<file path="src/rtl/comparer_pkg.sv">
// Shared encodings and sizing helpers for the N-bit magnitude comparator.
package comparer_pkg;

    typedef enum logic [1:0] {
        RES_NONE = 2'd0,
        RES_GT   = 2'd1,
        RES_EQ   = 2'd2,
        RES_LT   = 2'd3
    } res_e;

    // Counter must be able to hold the value stable_cnt itself.
    function automatic int unsigned cnt_width(input int unsigned stable_cnt);
        return $clog2(stable_cnt + 1);
    endfunction

endpackage

</file>
<file path="src/rtl/comparer_if.sv">
// Operand/result bundle between a compare source and the comparer_n block.
interface comparer_if #(
    parameter int unsigned WIDTH = 8
);
    logic             in_valid;
    logic [WIDTH-1:0] a;
    logic [WIDTH-1:0] b;
    logic             signed_mode;
    logic             out_valid;
    logic             gt;
    logic             eq;
    logic             lt;
    logic             led1;
    logic             led2;
    logic             led3;

    modport master (
        output in_valid, a, b, signed_mode,
        input  out_valid, gt, eq, lt, led1, led2, led3
    );

    modport slave (
        input  in_valid, a, b, signed_mode,
        output out_valid, gt, eq, lt, led1, led2, led3
    );
endinterface

</file>
<file path="src/rtl/comparer_n_stable_filter.sv">
// Debounces the compare result: disp only changes after STABLE_CNT identical valid results.
module stable_filter
    import comparer_pkg::*;
#(
    parameter int unsigned STABLE_CNT = 4
) (
    input  logic       clk,
    input  logic       rst_n,
    input  logic       res_valid,
    input  logic [1:0] res,
    output logic [1:0] disp
);
    localparam int unsigned     CW      = cnt_width(STABLE_CNT);
    localparam logic [CW-1:0]   CNT_MAX = CW'(STABLE_CNT);

    res_e          cand;
    logic [CW-1:0] cnt;
    logic [CW-1:0] cnt_nxt;

    // A new result restarts the run; a repeat extends it, saturating at CNT_MAX.
    always_comb begin
        cnt_nxt = cnt;
        if (res != cand) begin
            cnt_nxt = CW'(1);
        end else if (cnt != CNT_MAX) begin
            cnt_nxt = cnt + CW'(1);
        end
    end

    always_ff @(posedge clk or negedge rst_n) begin
        if (!rst_n) begin
            cand <= RES_NONE;
            cnt  <= '0;
            disp <= RES_NONE;
        end else if (res_valid) begin
            cand <= res_e'(res);
            cnt  <= cnt_nxt;
            if (cnt_nxt == CNT_MAX) begin
                disp <= res;
            end
        end
    end
endmodule

</file>
<file path="src/rtl/comparer_n.sv">
// Registered N-bit unsigned/two's-complement comparator with debounced LED outputs.
module comparer_n
    import comparer_pkg::*;
#(
    parameter int unsigned WIDTH          = 8,
    parameter int unsigned STABLE_CNT     = 4,
    parameter bit          LED_ACTIVE_LOW = 1'b1
) (
    input  logic       clk,
    input  logic       rst_n,
    comparer_if.slave  bus
);
    // Flipping the sign bit maps two's-complement order onto unsigned order.
    localparam logic [WIDTH-1:0] MSB_MASK = WIDTH'(1) << (WIDTH - 1);

    logic [WIDTH-1:0] a_q;
    logic [WIDTH-1:0] b_q;
    logic             sm_q;
    logic             v1;
    logic [WIDTH-1:0] ka;
    logic [WIDTH-1:0] kb;
    res_e             res_c;
    logic             out_valid_q;
    logic             gt_q;
    logic             eq_q;
    logic             lt_q;
    logic [1:0]       disp;
    logic             led1_q;
    logic             led2_q;
    logic             led3_q;

    // Stage 1: operand capture
    always_ff @(posedge clk or negedge rst_n) begin
        if (!rst_n) begin
            v1   <= 1'b0;
            a_q  <= '0;
            b_q  <= '0;
            sm_q <= 1'b0;
        end else begin
            v1 <= bus.in_valid;
            if (bus.in_valid) begin
                a_q  <= bus.a;
                b_q  <= bus.b;
                sm_q <= bus.signed_mode;
            end
        end
    end

    always_comb begin
        ka    = a_q ^ (sm_q ? MSB_MASK : '0);
        kb    = b_q ^ (sm_q ? MSB_MASK : '0);
        res_c = RES_LT;
        if (ka > kb) begin
            res_c = RES_GT;
        end else if (ka == kb) begin
            res_c = RES_EQ;
        end
    end

    // Stage 2: registered flags, held between valid results
    always_ff @(posedge clk or negedge rst_n) begin
        if (!rst_n) begin
            out_valid_q <= 1'b0;
            gt_q        <= 1'b0;
            eq_q        <= 1'b0;
            lt_q        <= 1'b0;
        end else begin
            out_valid_q <= v1;
            if (v1) begin
                gt_q <= (res_c == RES_GT);
                eq_q <= (res_c == RES_EQ);
                lt_q <= (res_c == RES_LT);
            end
        end
    end

    // Filter sees the same sample on the same edge that the flags register it.
    stable_filter #(
        .STABLE_CNT (STABLE_CNT)
    ) u_filter (
        .clk       (clk),
        .rst_n     (rst_n),
        .res_valid (v1),
        .res       (res_c),
        .disp      (disp)
    );

    always_ff @(posedge clk or negedge rst_n) begin
        if (!rst_n) begin
            led1_q <= LED_ACTIVE_LOW;
            led2_q <= LED_ACTIVE_LOW;
            led3_q <= LED_ACTIVE_LOW;
        end else begin
            led1_q <= (disp == RES_GT) ^ LED_ACTIVE_LOW;
            led2_q <= (disp == RES_EQ) ^ LED_ACTIVE_LOW;
            led3_q <= (disp == RES_LT) ^ LED_ACTIVE_LOW;
        end
    end

    assign bus.out_valid = out_valid_q;
    assign bus.gt        = gt_q;
    assign bus.eq        = eq_q;
    assign bus.lt        = lt_q;
    assign bus.led1      = led1_q;
    assign bus.led2      = led2_q;
    assign bus.led3      = led3_q;
endmodule

</file>
<file path="src/flat_wrapper.sv">
// flat-port wrapper written by rule: the top's interface ports become plain ports
module comparer_n_flat import comparer_pkg::*;
#(
    parameter int unsigned WIDTH          = 8,
    parameter int unsigned STABLE_CNT     = 4,
    parameter bit          LED_ACTIVE_LOW = 1'b1
)
  (clk, rst_n, bus_in_valid, bus_a, bus_b, bus_signed_mode, bus_out_valid, bus_gt, bus_eq, bus_lt, bus_led1, bus_led2, bus_led3);
  comparer_if #(.WIDTH(WIDTH)) bus_i ();
  input  logic clk;
  input  logic rst_n;
  input wire logic [$bits(bus_i.in_valid)-1:0] bus_in_valid;
  input wire logic [$bits(bus_i.a)-1:0] bus_a;
  input wire logic [$bits(bus_i.b)-1:0] bus_b;
  input wire logic [$bits(bus_i.signed_mode)-1:0] bus_signed_mode;
  output wire logic [$bits(bus_i.out_valid)-1:0] bus_out_valid;
  output wire logic [$bits(bus_i.gt)-1:0] bus_gt;
  output wire logic [$bits(bus_i.eq)-1:0] bus_eq;
  output wire logic [$bits(bus_i.lt)-1:0] bus_lt;
  output wire logic [$bits(bus_i.led1)-1:0] bus_led1;
  output wire logic [$bits(bus_i.led2)-1:0] bus_led2;
  output wire logic [$bits(bus_i.led3)-1:0] bus_led3;
  assign bus_i.in_valid = bus_in_valid;
  assign bus_i.a = bus_a;
  assign bus_i.b = bus_b;
  assign bus_i.signed_mode = bus_signed_mode;
  assign bus_out_valid = bus_i.out_valid;
  assign bus_gt = bus_i.gt;
  assign bus_eq = bus_i.eq;
  assign bus_lt = bus_i.lt;
  assign bus_led1 = bus_i.led1;
  assign bus_led2 = bus_i.led2;
  assign bus_led3 = bus_i.led3;
  comparer_n #(.WIDTH(WIDTH), .STABLE_CNT(STABLE_CNT), .LED_ACTIVE_LOW(LED_ACTIVE_LOW)) u_core (.clk(clk), .rst_n(rst_n), .bus(bus_i));
endmodule
</file>
<file path="config.mk">
export PLATFORM = sky130hd
export DESIGN_NAME = comparer_n_flat
export DESIGN_NICKNAME = d
export VERILOG_FILES = /design/src/rtl/comparer_pkg.sv /design/src/rtl/comparer_if.sv /design/src/rtl/comparer_n_stable_filter.sv /design/src/rtl/comparer_n.sv /design/src/flat_wrapper.sv
export SDC_FILE = /design/constraint.sdc
export NUM_CORES = 1
export LEC_CHECK = 0
export CORE_MARGIN = 4
export CORE_UTILIZATION = 51
export CTS_CLUSTER_DIAMETER = 30
export DETAILED_ROUTE_END_ITERATION = 10
export GPL_ROUTABILITY_DRIVEN = 1
export HOLD_SLACK_MARGIN = 0.12
export MAX_ROUTING_LAYER = met4
export PLACE_DENSITY_LB_ADDON = 0.3
export SLEW_MARGIN = 20
export SYNTH_ARGS = -nofsm -noshare
export SYNTH_HDL_FRONTEND = slang
export SYNTH_SLANG_ARGS = --single-unit
export TNS_END_PERCENT = 30
</file>
<file path="constraint.sdc">
create_clock -name clk -period 2.5 [get_ports clk]
set_input_delay 0.5 -clock clk [delete_from_list [all_inputs] [get_ports clk]]
set_output_delay 0.5 -clock clk [all_outputs]
set_load 0.01 [all_outputs]
</file>
# Yosys cells after proc, flatten, opt, wreduce, memory -nomap -nowiden
# Index checks and enable logic that the tools add are counted.
classes:
  add_sub_neg: 1
  order_cmp: 1
  n_eq_ne: 10
  muxes: 5
  bitwise_logic: 5
  reduce_logical: 1
ops:
  columns: ["op", "n"]
  rows:
  - ["$xor 8x8->8", 2]
  - ["$eq 2x2->1 const B", 4]
  - ["$eq 8x8->1", 1]
  - ["$gt 8x8->1", 1]
  - ["$mux 8", 1]
  - ["$mux 3", 2]
  - ["$eq 2x1->1 const B", 2]
  - ["$add 3x1->3 const B", 1]
  - ["$eq 3x3->1 const B", 1]
  - ["$ne 3x3->1 const B", 1]
  - ["$not 1->1", 3]
  - ["$mux 2", 1]
  - ["$ne 2x2->1", 1]
  - ["$reduce_and 2->1", 1]
  - ["$mux 1", 1]
totals:
  regBits: 32
  in_bits: 20
  out_inout_bits: 7
  elab_cells: 37

# Logic depth before layout (Yosys ltp)
logic_depth:
  depth_word: 9
  depth_mapped: 7
  mapped_depth_nobuf: 7

# Cells and area by module
# A second synthesis with hierarchy kept.
hier_totals:
  cells_unflattened: 130
  hier_area_um2: 1507.7
modules_own_cells:
  columns: ["module", "instances", "cells_each", "area_each_um2"]
  rows:
  - ["comparer_n", 1, 93, 1106.1]
  - ["stable_filter", 1, 37, 401.6]

# Worst setup path before layout
# OpenSTA, ideal clock, no wires.
synth_timing:
  path_type: "flip-flop to flip-flop"
  start: "reg u_core.u_filter.cnt[0]"
  end: "reg u_core.u_filter.disp[0]"
  setup_time_ns: 0.099
  t_arrival_ns: 1.978
  required_ns: 2.401
  slack_ns: 0.423
  stages_incl_launch_ff: 8
  path_buffers: 0
  cell_sequence: "dfrtp_1 inv_1 ha_1 or3b_1 a211o_1 a21boi_2 mux2_1 a311oi_1"
synth_via:
  elab_chain_cells: 5
synth_lines:
  columns: ["item", "line_no", "rtl"]
  rows:
  - ["from (decl)", "comparer_n_stable_filter.sv:17", "logic [CW-1:0] cnt;"]
  - ["from (signal assigned)", "comparer_n_stable_filter.sv:37", "cnt <= cnt_nxt;"]
  - ["$add 3x1->3 or $ne 3x3->1 (tied branches)", "comparer_n_stable_filter.sv:26, comparer_n_stable_filter.sv:25", null]
  - ["$mux 3 (*)", "comparer_n_stable_filter.sv:25", "end else if (cnt != CNT_MAX) begin"]
  - ["$mux 3 (*)", "comparer_n_stable_filter.sv:23", "if (res != cand) begin"]
  - ["$eq 3x3->1 (*)", "comparer_n_stable_filter.sv:38", "if (cnt_nxt == CNT_MAX) begin"]
  - ["$reduce_and 2->1 (no source line) (*)", null, null]
  - ["to (signal assigned)", "comparer_n_stable_filter.sv:39", "disp <= res;"]
  - ["to (decl)", "comparer_n_stable_filter.sv:11", "output logic [1:0] disp"]
# Every way passes the cells marked *; elsewhere a longest branch is shown, timed or not.
# A chain may end at the register's enable or synchronous reset.

# Worst setup path after layout
# Same ends and word-level chain as after synthesis.

==> results.json <==
{
  "status": "finished clean",
  "yosysSeqAreaShare_pct": 51.98,
  "synth_commonest_cells": "29 x dfrtp_1, 13 x nand2_1, 12 x inv_1, 11 x mux2_2",
  "min_to": "u_core.bus.led1",
  "synthCells": 143,
  "coreArea_sq_mm": 0.002829,
  "synth_ff_type": "dfrtp_1",
  "wl_mm": 2.834,
  "critical_path_buf_inv_count": 1,
  "dieArea_sq_mm": 0.003980,
  "wl_per_cell_um": 13.76,
  "r2r_slack_ps": 220,
  "crit_fanout": 4,
  "worstPathArrival_ps": 2510,
  "synth_top_cell_by_area": "dfrtp_1",
  "holdBufCountCts": 0,
  "n_fill_cell": 229,
  "dr.pass1.iters": 3,
  "die_w_um": 63.09,
  "clk_pin_slew_worst_paths_ps": 90,
  "hold_depth": 1,
  "fp.dieH_um": 63.09,
  "p_leak_nw": 0.8265,
  "startpoint_type": "flop",
  "clock_sinks": 32,
  "end_kind": "flop",
  "cts_resized": 0,
  "criticalPathCategory": "reg2reg",
  "reg2reg_depth": 7,
  "critPathSlowestCell": "or3b_1",
  "final_util_pct": 67.36,
  "fin_crit_ps": 2277,
  "grt_pass1_wl_mm": 5.216,
  "slew_violations": 0,
  "port_buffers": 26,
  "hp-class": "reg2reg",
  "grt_usage_pct": 16.86,
  "drive_gt1_share_pct": 14.29,
  "antenna_found_initial": 0,
  "globalplace.congestion": 0.7829,
  "cts_root_buf": "clkbuf_4",
  "insertedDiodeCount": 0,
  "setup_ws_ps": 223.1,
  "post-cts-setup-buffers": 0,
  "fin_setup_tns_ps": 0,
  "synth_top_area_share_pct": 46.89,
  "pre_cts_ws_ps": 242.5,
  "powerDensity_mw_per_mm2": 743.5,
  "r2r_end": "u_core.u_filter.disp[0]",
  "vias": 1136,
  "initial_core_util_pct": 54.71,
  "reg2reg_from": "u_core.u_filter.cnt[0]",
  "max-vdd-ir-drop_mv": 0.4318,
  "hpwl_mm": 2.137,
  "synth_cell_types": 33,
  "cts_tree": "yes",
  "fmax_mhz": 439.2,
  "synth_area_sq_mm": 0.001548,
  "slowest_delay_ps": 380,
  "setup_viol": 0,
  "async_flop_share_pct": 100.0,
  "drcViolationCount": 0,
  "grt_setup_unrepaired": "false",
  "hold_violations": 0,
  "ys_top_cells_by_area": "dfrtp_1 47%, ha_1 8.1%, mux2_2 8.0%, dfstp_2 5.1%, a21oi_1 3.2%",
  "clk_latency_ps": 320,
  "grt_max_degree": 33,
  "p_int_mw": 0.9664,
  "h-tree-depth": 2,
  "synth_most_common_cell": "dfrtp_1",
  "pwr-share-clk_pct": 21.6,
  "grt_pass1_vias": 1208,
  "required_ps": 2730,
  "skew_ps": 2.899,
  "switchingPower_mw": 0.4504,
  "worst_pin_slew_ps": 486.5,
  "avgViaCountPerCell": 5.515,
  "post-route-period-util_pct": 91.08,
  "synth-seq-cells": 32,
  "relSlewSlack_pct": 67.56,
  "power_frac_comb_pct": 30.9,
  "swShare_pct": 31.79,
  "antenna_left": 0,
  "drv_cap": 0,
  "seqPwrFrac_pct": 47.6,
  "timing.critical_path.max_delay_family": "compound AO/OA/AOI/OAI gates",
  "hold_ws_ps": 494.3,
  "gr-total-overflow": 0,
  "numCtsBuffers": 5,
  "area_delta_synth_final_pct": 23.12,
  "rows": 19,
  "path_cells": "inv_1, ha_1, or3b_1, a211o_1, a21boi_2, mux2_1, a311oi_1",
  "avgSynthCellArea_sq_um": 10.82,
  "nets": 204,
  "drtIter0Drc": 29,
  "holdCritStartpoint": "u_core.u_filter.disp[0]",
  "syn_nets": 173,
  "yosysWarnings": 0,
  "synth_edf_count": 0,
  "io_pins": 27,
  "clockBufferDepth": 2
}
metrics by stage:
step / instance area [sq um] / power (mW) / cells
final: 1906 / 1.417 / 206
after global placement: 1847 / 1.088 / 198
after CTS: 1906 / 1.437 / 206
after floorplan: 1548 / 0.9603 / 143
after global routing: 1906 / 1.530 / 206
after detailed placement: 1847 / 1.124 / 198
cell type report:
type                            instances  area (sq um)  area share, %
Tap cell                               31         38.79          2.035
Sequential cell                        32         804.5          42.22
Timing Repair Buffer                   28         275.3          14.45
Clock buffer                            8         58.81          3.086
Multi-Input combinational cell         95         683.2          35.85
Inverter                               12         45.04          2.364
flip-flops by register name, indices dropped and copies added (netlist names):
signal	cells
u_core.u_filter.cnt	3
u_core.u_filter.disp	2
u_core.u_filter.cand	2
u_core.bus.gt	1
u_core.bus.lt	1
u_core.sm_q	1
u_core.bus.led3	1
u_core.bus.eq	1
u_core.v1	1
u_core.bus.out_valid	1
u_core.bus.led1	1
u_core.b_q	8
u_core.bus.led2	1
u_core.a_q	8
cell families after synthesis:
group                      synth area share (%)
AOI/OAI and AO/OA                         14.39
xor gates and xnor gates                  1.698
adders and majority gates                 8.084
buffers and inverters                     3.880
DFF                                       51.98
muxes                                     9.378
and+or+nand+nor                           10.59
how the worst max path moves through the flow:
| stage | cells after the start | startpoint | end |
|---|---|---|---|
| final | 7 | u_core.u_filter.cnt[0] | u_core.u_filter.disp[0] |
| after floorplan | 7 | u_core.u_filter.cnt[0] | u_core.u_filter.disp[0] |
| after global placement | 7 | u_core.u_filter.cnt[0] | u_core.u_filter.disp[0] |
| after detailed placement | 7 | u_core.u_filter.cnt[0] | u_core.u_filter.disp[0] |
| after CTS | 7 | u_core.u_filter.cnt[0] | u_core.u_filter.disp[0] |
| after global routing | 7 | u_core.u_filter.cnt[0] | u_core.u_filter.disp[0] |
cells in the final DEF, fill, tap and decap left out:
cell	instances
a211oi_1	1
nor3_1	2
xnor2_1	2
or2_2	2
a21o_1	2
o41ai_1	1
nor2b_1	2
clkbuf_4	5
dfstp_2	3
a21oi_1	10
nor2_1	7
a21boi_0	2
o22ai_1	2
nand4_1	3
clkbuf_1	2
clkbuf_8	1
a21boi_2	1
mux2i_1	1
ha_1	10
nand2_1	13
mux2_1	1
buf_4	2
inv_1	12
mux2_2	11
o21ai_0	9
o21ai_1	1
nand2b_1	3
o22a_1	1
xor2_1	1
dfrtp_1	29
nor3b_1	1
or3b_1	1
a211o_1	1
o211ai_1	2
clkdlybuf4s50_1	26
a311oi_1	1
o2111a_1	1
layer usage:
| layer | track usage, % | up-vias | share of wire (%) |
|---|---|---|---|
| li1 | - | 562 | - |
| met1 | 17.89 | 543 | 43 |
| met2 | 29.78 | 24 | 51 |
| met3 | 5.506 | 7 | 4.1 |
| met4 | 4.959 | 0 | 1.6 |
| met5 | - | - | 0 |
worst register-to-register path, stage by stage (launching register included):
cell and delay (ps):
dfrtp_1 370, inv_1 100, ha_1 250, or3b_1 380, a211o_1 320, a21boi_2 190
mux2_1 340, a311oi_1 240
power groups by stage:
stage          Sequential (mW)  Clock (mW)  Combinational (mW)
2_1_floorplan            0.678           0               0.283
3_3_place_gp             0.676           0               0.411
3_5_place_dp             0.684           0               0.439
4_1_cts                  0.674       0.321               0.442
5_1_grt                  0.688       0.346               0.496
6_report                 0.674       0.305               0.437
(Power assumes the default switching activity.)
